**config.mk**
```make
export PLATFORM = sky130hd
export DESIGN_NAME = apb_regfile_slave
export DESIGN_NICKNAME = d
export VERILOG_FILES = /design/src/rtl/apb_pkg.sv /design/src/rtl/apb_reg_bank.sv /design/src/rtl/apb_regfile_slave.sv
export SDC_FILE = /design/constraint.sdc
export NUM_CORES = 1
export LEC_CHECK = 0
export CORE_MARGIN = 5
export CORE_UTILIZATION = 44
export DETAILED_ROUTE_END_ITERATION = 12
export GPL_TIMING_DRIVEN = 0
export PLACE_DENSITY_LB_ADDON = 0.05
export SLEW_MARGIN = 20
export SYNTH_ARGS = -nofsm -noshare
export SYNTH_HDL_FRONTEND = slang
export SYNTH_HIERARCHICAL = 1
export SYNTH_SLANG_ARGS = --single-unit
```
**constraint.sdc**
```tcl
create_clock -name pclk -period 2.02 [get_ports pclk]
set_input_delay 0.202 -clock pclk [delete_from_list [all_inputs] [get_ports pclk]]
set_output_delay 0.202 -clock pclk [all_outputs]
set_load 0.005 [all_outputs]
```
**src/rtl/apb_pkg.sv**
```systemverilog
// Shared types, constants and sizing helpers for the APB register-file completer.
package apb_pkg;

    typedef enum logic {
        APB_IDLE,
        APB_ACCESS
    } apb_state_e;

    localparam int DATA_W_DEF = 32;
    localparam int STRB_W     = DATA_W_DEF / 8;
    localparam int ADDR_LSB   = $clog2(STRB_W);

    // Width of a register index; a single register still needs one bit.
    function automatic int idx_width(input int num_regs);
        return (num_regs > 1) ? $clog2(num_regs) : 1;
    endfunction

    function automatic int cnt_width(input int wait_cycles);
        return (wait_cycles > 0) ? $clog2(wait_cycles + 1) : 1;
    endfunction

endpackage

```
**src/rtl/apb_reg_bank.sv**
```systemverilog
// Register storage with a byte-strobed write port, one read port and a
// flattened view of every register for downstream logic.
module apb_reg_bank
    import apb_pkg::*;
#(
    parameter int                DATA_W    = 32,
    parameter int                NUM_REGS  = 8,
    parameter logic [DATA_W-1:0] RESET_VAL = '0,
    localparam int               NB        = DATA_W / 8,
    localparam int               IDX_W     = idx_width(NUM_REGS)
) (
    input  logic                         pclk,
    input  logic                         preset_n,
    input  logic                         we_i,
    input  logic [IDX_W-1:0]             idx_i,
    input  logic [DATA_W-1:0]            wdata_i,
    input  logic [NB-1:0]                wstrb_i,
    output logic [DATA_W-1:0]            rdata_o,
    output logic [NUM_REGS*DATA_W-1:0]   regs_o
);

    logic [DATA_W-1:0] regs_q [NUM_REGS];
    logic [DATA_W-1:0] regs_d [NUM_REGS];

    // NOTE: every output of an always_comb gets a default first, so no path leaves it unassigned and no latch is inferred.
    always_comb begin
        regs_d = regs_q;
        if (we_i) begin
            for (int b = 0; b < NB; b++) begin
                if (wstrb_i[b]) begin
                    regs_d[idx_i][b*8 +: 8] = wdata_i[b*8 +: 8];
                end
            end
        end
    end

    // NOTE: non-blocking assignments in always_ff so all registers update together from pre-edge values.
    // NOTE: this bank is reset on purpose; downstream logic consumes regs_o directly, so a RAM macro without reset is not an option here.
    always_ff @(posedge pclk or negedge preset_n) begin
        if (!preset_n) begin
            for (int i = 0; i < NUM_REGS; i++) begin
                regs_q[i] <= RESET_VAL;
            end
        end else begin
            regs_q <= regs_d;
        end
    end

    assign rdata_o = regs_q[idx_i];

    for (genvar i = 0; i < NUM_REGS; i++) begin : g_flat
        assign regs_o[i*DATA_W +: DATA_W] = regs_q[i];
    end

endmodule

```
**src/rtl/apb_regfile_slave.sv**
```systemverilog
// APB4 completer: setup/access FSM with programmable wait states, address and
// read-only decode into an error response, and a gated read mux over the bank.
module apb_regfile_slave
    import apb_pkg::*;
#(
    parameter int                  DATA_W      = DATA_W_DEF,
    parameter int                  ADDR_W      = 12,
    parameter int                  NUM_REGS    = 8,
    parameter int                  WAIT_CYCLES = 1,
    parameter logic [NUM_REGS-1:0] RO_MASK     = '0,
    parameter logic [DATA_W-1:0]   RESET_VAL   = '0
) (
    input  logic                        pclk,
    input  logic                        preset_n,
    input  logic                        psel_i,
    input  logic                        penable_i,
    input  logic [ADDR_W-1:0]           paddr_i,
    input  logic                        pwrite_i,
    input  logic [DATA_W-1:0]           pwdata_i,
    input  logic [DATA_W/8-1:0]         pstrb_i,
    output logic [DATA_W-1:0]           prdata_o,
    output logic                        pready_o,
    output logic                        pslverr_o,
    output logic [NUM_REGS*DATA_W-1:0]  regs_o
);

    localparam int              NB         = DATA_W / 8;
    localparam int              LSB        = $clog2(NB);
    localparam int              IDX_W      = idx_width(NUM_REGS);
    localparam int              CNT_W      = cnt_width(WAIT_CYCLES);
    localparam logic [ADDR_W-1:0] ALIGN_MASK = ADDR_W'(NB - 1);
    localparam logic [ADDR_W-1:0] NUM_REGS_A = ADDR_W'(NUM_REGS);

    apb_state_e          state_q;
    logic [CNT_W-1:0]    cnt_q;
    logic                err_q;
    logic                write_q;
    logic [IDX_W-1:0]    idx_q;

    logic [ADDR_W-1:0]   word_idx;
    logic                misaligned;
    logic                out_of_range;
    logic                ro_hit;
    logic                err_d;
    logic                complete;
    logic                bank_we;
    logic [DATA_W-1:0]   bank_rdata;

    assign word_idx     = paddr_i >> LSB;
    assign misaligned   = |(paddr_i & ALIGN_MASK);
    assign out_of_range = (word_idx >= NUM_REGS_A);

    always_comb begin
        ro_hit = 1'b0;
        for (int i = 0; i < NUM_REGS; i++) begin
            if (word_idx == ADDR_W'(i)) begin
                ro_hit = RO_MASK[i];
            end
        end
    end

    assign err_d = misaligned || out_of_range || (pwrite_i && ro_hit);

    // Response decodes only from registered state, never from bus inputs.
    assign pready_o  = (state_q == APB_ACCESS) && (cnt_q == '0);
    assign pslverr_o = pready_o && err_q;
    assign prdata_o  = (pready_o && !write_q && !err_q) ? bank_rdata : '0;

    assign complete = psel_i && penable_i && pready_o;
    assign bank_we  = complete && write_q && !err_q;

    always_ff @(posedge pclk or negedge preset_n) begin
        if (!preset_n) begin
            state_q <= APB_IDLE;
            cnt_q   <= '0;
            err_q   <= 1'b0;
            write_q <= 1'b0;
            idx_q   <= '0;
        end else begin
            case (state_q)
                APB_IDLE: begin
                    if (psel_i && !penable_i) begin
                        state_q <= APB_ACCESS;
                        cnt_q   <= CNT_W'(WAIT_CYCLES);
                        err_q   <= err_d;
                        write_q <= pwrite_i;
                        idx_q   <= word_idx[IDX_W-1:0];
                    end
                end
                APB_ACCESS: begin
                    // Dropping psel/penable before pready aborts silently.
                    if (!(psel_i && penable_i) || pready_o) begin
                        state_q <= APB_IDLE;
                    end else begin
                        cnt_q <= cnt_q - CNT_W'(1);
                    end
                end
                default: state_q <= APB_IDLE;
            endcase
        end
    end

    apb_reg_bank #(
        .DATA_W    (DATA_W),
        .NUM_REGS  (NUM_REGS),
        .RESET_VAL (RESET_VAL)
    ) u_bank (
        .pclk     (pclk),
        .preset_n (preset_n),
        .we_i     (bank_we),
        .idx_i    (idx_q),
        .wdata_i  (pwdata_i),
        .wstrb_i  (pstrb_i),
        .rdata_o  (bank_rdata),
        .regs_o   (regs_o)
    );

endmodule

```
==> results of run 1 <==
[timing repair]
item	CTS	global route
setup endpoints to repair	283	259
setup buffers	69	22
pin swaps	26	29
endpoints found under the hold margin	72	0
hold buffers	1	0
gates cloned	6	0
gates resized for setup	330	227
[Yosys cell counts (all sizes together) (2+ instances only)]
master | number | area [µm²]
nand2b | 5 | 33.8
a21oi | 2 | 10.0
dfrtp | 263 | 6580
nand3 | 5 | 35.0
nand2 | 5 | 18.8
and2 | 34 | 214
clkbuf | 9 | 37.5
a31oi | 3 | 18.8
o21ai | 2 | 10.0
nand3b | 4 | 42.5
or3 | 4 | 25.0
mux4 | 62 | 1400
or2 | 2 | 12.5
nor2 | 27 | 166
nor3 | 4 | 31.3
mux2 | 292 | 3350
nor3b | 2 | 20.0
inv | 2 | 7.51
buf | 24 | 138
[cells by family after synthesis]
logic type / count (synthesis) / share of synthesized area
mux: 355 / 0.390
compound gates: 9 / 0.00451
simple gates: 95 / 0.0515
flops: 263 / 0.539
buf+inv: 35 / 0.0150
[flip-flops by register name (all words and copies together) (netlist names)]
register / flops
u_bank/regs_o: 256
idx_q: 3
cnt_q: 1
err_q: 1
state_q: 1
write_q: 1
[worst max-delay path: stages (launching register included)]
cell                      delay (ns)
sky130_fd_sc_hd__dfrtp_2        0.42
sky130_fd_sc_hd__buf_12         0.14
sky130_fd_sc_hd__buf_12         0.13
sky130_fd_sc_hd__buf_12         0.14
sky130_fd_sc_hd__buf_6          0.11
sky130_fd_sc_hd__mux4_2         0.50
sky130_fd_sc_hd__mux2_4         0.28
sky130_fd_sc_hd__and2_4         0.14
sky130_fd_sc_hd__buf_6          0.11
[metal layers]
metal  share of wire  GRT usage
met5               0          0
met4           0.022     0.0719
met3           0.078     0.0704
met2            0.48      0.409
met1            0.42      0.348
[cell usage in the layout, fill, tap and decap left out, types with 9 or more instances in the layout]
cell type / netlist / final
sky130_fd_sc_hd__clkdlybuf4s50_1: 0 / 308
sky130_fd_sc_hd__dfrtp_1: 263 / 259
sky130_fd_sc_hd__mux2_4: 16 / 225
sky130_fd_sc_hd__mux2_2: 276 / 67
sky130_fd_sc_hd__mux4_2: 62 / 62
sky130_fd_sc_hd__buf_6: 2 / 58
sky130_fd_sc_hd__buf_12: 0 / 43
sky130_fd_sc_hd__clkbuf_16: 0 / 29
sky130_fd_sc_hd__nor2_4: 0 / 26
sky130_fd_sc_hd__and2_4: 0 / 22
sky130_fd_sc_hd__buf_4: 3 / 16
sky130_fd_sc_hd__and2_1: 33 / 11
sky130_fd_sc_hd__buf_2: 17 / 11
sky130_fd_sc_hd__clkbuf_8: 0 / 10
sky130_fd_sc_hd__clkbuf_1: 6 / 9
sky130_fd_sc_hd__buf_16: 0 / 9
[layout make-up]
class,count,share of cell area
antenna,2,0.000253
buffer,27,0.0182
clock buffer,45,0.0443
clock inverter,7,0.00557
inverter,2,0.000380
multi-input combinational,459,0.330
sequential,263,0.333
tap,378,0.0239
timing repair buffer,436,0.245
[path summary, 6_finish.rpt]
kind                                          from            endpoint  slack [ns]  cells past startpoint
worst max-delay path                      idx_q[0]         prdata_o[3]       -0.69                      8
worst min-delay path                      preset_n   u_bank/regs_o[28]        0.22                      2
worst max register to register             write_q   u_bank/regs_o[25]       -0.31                      9
worst min register to register  u_bank/regs_o[101]  u_bank/regs_o[101]        0.53                      1
max in group asynchronous                 preset_n  u_bank/regs_o[200]        0.86                      3
min in group pclk                       paddr_i[3]            idx_q[1]        0.28                      2
[stage by stage]
step,area (µm²),util
2_1_floorplan,12200,-
3_3_place_gp,16100,0.585
3_5_place_dp,16200,0.587
4_1_cts,18700,0.680
5_1_grt,19800,0.717
6_report,19800,0.717
[power by group through the flow]
stage | registers, mW | logic [mW] | clock network (mW)
global route | 5.33 | 2.23 | 5.76
CTS | 5.33 | 2.04 | 5.53
detailed placement | 5.42 | 1.21 | 0
floorplan | 5.41 | 0.587 | 0
finish | 5.33 | 2.14 | 5.42
global placement | 5.43 | 1.19 | 0
==> summary.txt, run 1 <==
Clock network
  – Clock latency on the worst-skew pair: 0.54 ns
  – Clock-pin transition on the worst setup and hold timing paths: ~0.060 ns
  – CTS tree: built
  – Clock tree root driver cell: sky130_fd_sc_hd__clkbuf_16
  – Maximum buffer depth of the clock tree: 3
  – Htree depth: 1
  – Clock sinks: 263
  – Number of buffers inserted during clock tree synthesis: 29

Finish
  – Net count reported at finish: 1271
  – Area of the multi-input gates: approximately 0.0065 mm²
  – Storage element area: 0.00659 mm²
  – Non-filler cells in the finished layout: 1619
  – Share of post-route cells with drive strength above 1: 0.500
  – Area growth from synthesis to layout: 62.0%
  – Fillcell total: approximately 1900

STA
  – Crit path setup slack, layout: -0.687 ns
  – Worst setup skew after layout: 0.00953 ns
  – Share of the clock period used by the worst path after layout: 1.34
  – Fin. max-slew vios: 0
  – Number of setup violations in the final report: 288
  – Shortest period the worst path allows: 2.71 ns
  – Headroom to the max-slew limit: 0.595
  – Endpoints failing hold: 0
  – Slew at the pin with the worst max-slew slack: between 0.6 and 0.7 ns
  – RSZ-0062 raised after global routing: yes
  – Worst hold margin: 0.218 ns
  – Achievable clock frequency: between 300 and 400 MHz
  – Sum of negative setup slack: -49.05 ns

Status
  – Violations in the final reports: setup timing
  – Run status: finished with violations

Placement
  – IO Port Bufs: 342
  – Pre-CTS setup slack: -1.03 ns
  – Number of placed cells counting well taps: 1479
  – DP HPWL: 26.4 mm
  – Last weighted congestion value of the routability-driven placer: approximately 0.78

Pwr
  – Power per cell area: approximately 650 mW/mm²
  – Proportion of power drawn by the clock network: 0.421
  – Share of total power in combinational logic: 0.166
  – Sum of internal, switching and leakage power: 12.9 mW
  – Leakage power: 8.91 nW
  – P_sw: approximately 3.2 mW
  – Sequential Power Share: 0.414
  – Peak ir drop on the vdd network: around 450 µV
  – Internal Pwr Total: 9.72 mW
  – Switching part of the total power: 0.246

Route
  – TritonRoute pass-1 iters: 4
  – Via density per instance: 5.42
  – Total wire length: between 40 and 50 mm
  – Drc violations: 0
  – Starting DRC count in detailed routing: 631
  – Mean routed wirelength per cell: about 26 µm
  – Vias: 8778
  – Final ANT Viol Nets: 0

Setup path
  – Startpoint kind of the worst setup timing path: flop
  – Crit end category: primary output
  – Signal arrival time at the worst endpoint: 2.50 ns
  – Kind of critical path: reg2out
  – CP Data Required Time: 1.82 ns
  – Highest net fanout along the worst path: 5

Floorplan
  – I/O pin total: 343
  – CORE AREA: 0.0276 mm²
  – Die extent in y: 177 µm
  – Die Footprint: 0.0312 mm²
  – Initial standard-cell utilization of the core: 0.443
  – Die extent in x: 177 µm
  – Row count: 61

Synth
  – Number of library cell types mapped by synthesis: 37
  – Main synth FF type: sky130_fd_sc_hd__dfrtp_1
  – Synth warnings: 6
  – Seq cells post-synth: about 260
  – Number of instances in the synthesized netlist: 757
  – Number of flops mapped to enable cells by yosys: 0
  – Total nets after synthesis: 810
  – Share of the yosys chip area belonging to registers: 0.539
  – Post-synth ARST share: 1.00
  – Mean area per synthesized cell: 16.1 µm²
  – Synthesized area: between 0.01 and 0.015 mm²

GRT
  – Global-route wire length before repair: 60.0 mm
  – Final global-route overflow total: 0
  – Pin count of the biggest net entering global routing: 97
  – Initial antenna violation count: 2
  – Overall routing resource usage: 0.256
  – Via count of the first global-routing pass: 9208

Min path
  – Worst hold path class: in2async

Run
  – Number of violations of the max-capacitance limit: 0
No activity file was read; power rests on OpenSTA's default activity.
==> run 2, diff against run 1 <==
Clock period 2.02 ns to 2.4 ns, I/O delays scaled along.
==> run 2 against run 1 <==
The run still ends with setup timing left. Core utilization down 5.1 points. Flip-flop and latch count unchanged. Clock-buffer cell count down 1. Hold slack got worse by 0.0030 ns. Global-route usage is 0.084 points lower. Setup slack better by 0.38 ns. Clock skew is 0.0095 ns higher. Highest routed layer is now met5.
==> summary.txt, run 2 (synthesis gave the netlist of run 1 again) <==
Setup path
  – Crit end category: primary output
  – Max incr delay on CP: 0.51 ns (about the same)
  – Dominant cell type by count on the critical path: sky130_fd_sc_hd__buf_12
  – Cell depth of the worst setup path: 7 (-1)
  – Signal arrival time at the worst endpoint: 2.46 ns (-0.04 ns)
  – Highest-delay cell along the critical path: sky130_fd_sc_hd__mux4_2
  – Crit path capture: prdata_o[0]
  – Startpoint kind of the worst setup timing path: flop
  – Chain of cells forming the critical path: buf_12 -> buf_12 -> buf_16 -> mux4_2 -> mux2_4 -> and2_4 -> buf_6
  – CP Data Required Time: 2.16 ns (+0.34 ns)
  – Critical path's top delay family: multiplexers
  – Worst R2R End: u_bank/regs_o[19]
  – CP Launch Point: idx_q[0]
  – Buffers & Inverters on Critical Path: 4 (-1)
  – Startpoint of the most critical register-to-register path: cnt_q
  – Register-to-register setup slack: 0.08 ns (+0.39 ns)
  – Kind of critical path: reg2out
  – FF-to-FF path depth: 7 (-2)
  – Highest net fanout along the worst path: 6 (+1)

Finish
  – Area growth from synthesis to layout: 50.4%
  – Share of post-route cells with drive strength above 1: 0.480 (-0.0203)
  – Fillcell total: 2053 (+10%)
  – Final instance area: 0.0184 mm² (-7.1%)
  – Most common library cell in the layout ignoring fill and taps: sky130_fd_sc_hd__clkdlybuf4s50_1
  – Most used cells in the layout excluding fill and tap cells: sky130_fd_sc_hd__clkdlybuf4s50_1, sky130_fd_sc_hd__dfrtp_1, sky130_fd_sc_hd__mux2_2, sky130_fd_sc_hd__mux4_2, sky130_fd_sc_hd__mux2_4
  – Net count reported at finish: 1237 (-2.7%)
  – Non-filler cells in the finished layout: 1589 (-1.9%)
  – Flip-flop count of the largest register after layout: 256 (unchanged)

Floorplan
  – Initial standard-cell utilization of the core: 0.443 (unchanged)
  – Row count: 61 (unchanged)
  – Die extent in x: 177 µm (unchanged)
  – I/O pin total: 343 (unchanged)
  – Die Footprint: 0.0312 mm² (unchanged)
  – Die extent in y: 177 µm (unchanged)
  – CORE AREA: 0.0276 mm² (unchanged)

Placement
  – Number of placed cells counting well taps: 1480 (+0.068%)
  – DP HPWL: 26.7 mm (+1.5%)
  – Post-place instance area: 0.0162 mm² (+0.11%)
  – IO Port Bufs: 342 (unchanged)
  – Last weighted congestion value of the routability-driven placer: 0.765 (-2.0%)

Pwr
  – Leakage power: 8.41 nW (-5.6%)
  – Peak ir drop on the vdd network: 427 µV (-4.1%)
  – Power per cell area: 573 mW/mm² (-12%)

GRT
  – Pin count of the biggest net entering global routing: 69 (-29%)
  – Overall routing resource usage: 0.256 (-0.000836)
  – Initial antenna violation count: 6 (+4)
  – Final global-route overflow total: 0 (unchanged)
  – Global-route wire length before repair: 59.8 mm (-0.46%)
  – Via count of the first global-routing pass: 9041 (-1.8%)

STA
  – Share of the clock period used by the worst path after layout: 1.13
  – Worst setup skew after layout: 0.0191 ns (+0.00952 ns)
  – Achievable clock frequency: around 370 MHz
  – Sum of negative setup slack: -7.97 ns (+41.08 ns)
  – Headroom to the max-slew limit: 0.535 (-0.0607)
  – Number of setup violations in the final report: 32 (-89%)
  – Fin. max-slew vios: 0 (unchanged)
  – Crit path setup slack, layout: -0.302 ns (+0.385 ns)
  – Endpoints failing hold: 0 (unchanged)
  – Slew at the pin with the worst max-slew slack: 0.697 ns (+0.0903 ns)
  – Shortest period the worst path allows: 2.70 ns
  – RSZ-0062 raised after global routing: yes

Route
  – Total wire length: 40.5 mm (-5.2%)
  – Mean routed wirelength per cell: 25.5 µm (-3.4%)
  – Final ANT Viol Nets: 0 (unchanged)
  – TritonRoute pass-1 iters: 4 (unchanged)
  – Via density per instance: 5.39 (-0.62%)
  – Drc violations: 0 (unchanged)
  – Starting DRC count in detailed routing: 628 (-0.48%)
  – Vias: 8562 (-2.5%)

Status
  – Violations in the final reports: setup timing
  – Run status: finished with violations

Clock network
  – Maximum buffer depth of the clock tree: 3 (unchanged)
  – Clock-pin transition on the worst setup and hold timing paths: 0.06 ns (about the same)
  – Clock tree root driver cell: sky130_fd_sc_hd__clkbuf_16
  – CTS tree: built
  – Number of buffers inserted during clock tree synthesis: 30 (+3.4%)
  – Htree depth: 1 (unchanged)
  – Clock sinks: 263 (unchanged)
  – Clock latency on the worst-skew pair: 0.55 ns (about the same)

Min path
  – Worst hold path class: in2async

Run
  – Number of violations of the max-capacitance limit: 0 (unchanged)
==> run 2: cell count changes in the layout (fill, tap and decap cells not counted), sizes merged <==
cell | previous run | this run
diode | 2 | 3
clkbuf | 56 | 53
bufinv | 3 | 0
buf | 142 | 109
clkinv | 4 | 11
clkinvlp | 0 | 1
dlymetal6s2s | 1 | 0
clkdlybuf4s50 | 308 | 309
==> run 2: repair_timing <==
action | in CTS | in global routing
gates cloned | 6 | 0
pin swaps | 8 | 11
resized for setup | 285 | 33
hold endpoints to repair | 65 | 0
hold buffers | 1 | 0
endpoints found under the setup margin | 195 | 122
setup buffers | 40 | 12
==> run 2: worst min path at each step <==
stage / slack, ns / end / start / cells past startpoint
after global placement: 0.51 / u_bank/regs_o[149] / u_bank/regs_o[149] / 1
after floorplan: -0.06 / cnt_q / preset_n / 0
after CTS: 0.25 / u_bank/regs_o[28] / preset_n / 2
final: 0.22 / u_bank/regs_o[28] / preset_n / 2
after global routing: 0.26 / u_bank/regs_o[28] / preset_n / 2
after detailed placement: 0.23 / u_bank/regs_o[28] / preset_n / 1
==> run 2: stage by stage <==
| step | hold WS, ns | setup slack (ns) | total power, mW | util |
|---|---|---|---|---|
| 2_1_floorplan | -0.0556 | 0.294 | 5.05 | - |
| 5_1_grt | 0.262 | -0.388 | 10.9 | 0.666 |
| 3_3_place_gp | 0.506 | -10.64 | 5.57 | 0.584 |
| 3_5_place_dp | 0.229 | -0.678 | 5.59 | 0.587 |
| 4_1_cts | 0.245 | -0.384 | 10.7 | 0.663 |
| 6_report | 0.215 | -0.302 | 10.5 | 0.666 |
==> run 2: where the power goes <==
part,internal (mW),switching (mW)
sequential,4.46,0.0284
combinational,0.754,0.799
clock,2.65,1.83
total,7.86,2.66
==> run 2: final cells by class <==
| cell class | count | area [µm²] | share of cell area |
|---|---|---|---|
| buffer | 29 | 345 | 0.0188 |
| multi-input combinational | 459 | 5680 | 0.309 |
| clock inverter | 12 | 62.6 | 0.00341 |
| clock buffer | 44 | 925 | 0.0504 |
| tap | 378 | 473 | 0.0258 |
| antenna | 3 | 7.51 | 0.000409 |
| sequential | 263 | 6580 | 0.359 |
| timing repair buffer | 399 | 4270 | 0.233 |
| inverter | 2 | 7.51 | 0.000409 |
==> run 2: per-layer routing <==
| layer | track usage | up-vias | share of wire |
|---|---|---|---|
| met4 | 0.0593 | 8 | 0.020 |
| met3 | 0.0794 | 57 | 0.088 |
| met1 | 0.340 | 4479 | 0.41 |
| met5 | 0 | - | 0.0012 |
| li1 | - | 3713 | - |
| met2 | 0.415 | 305 | 0.48 |
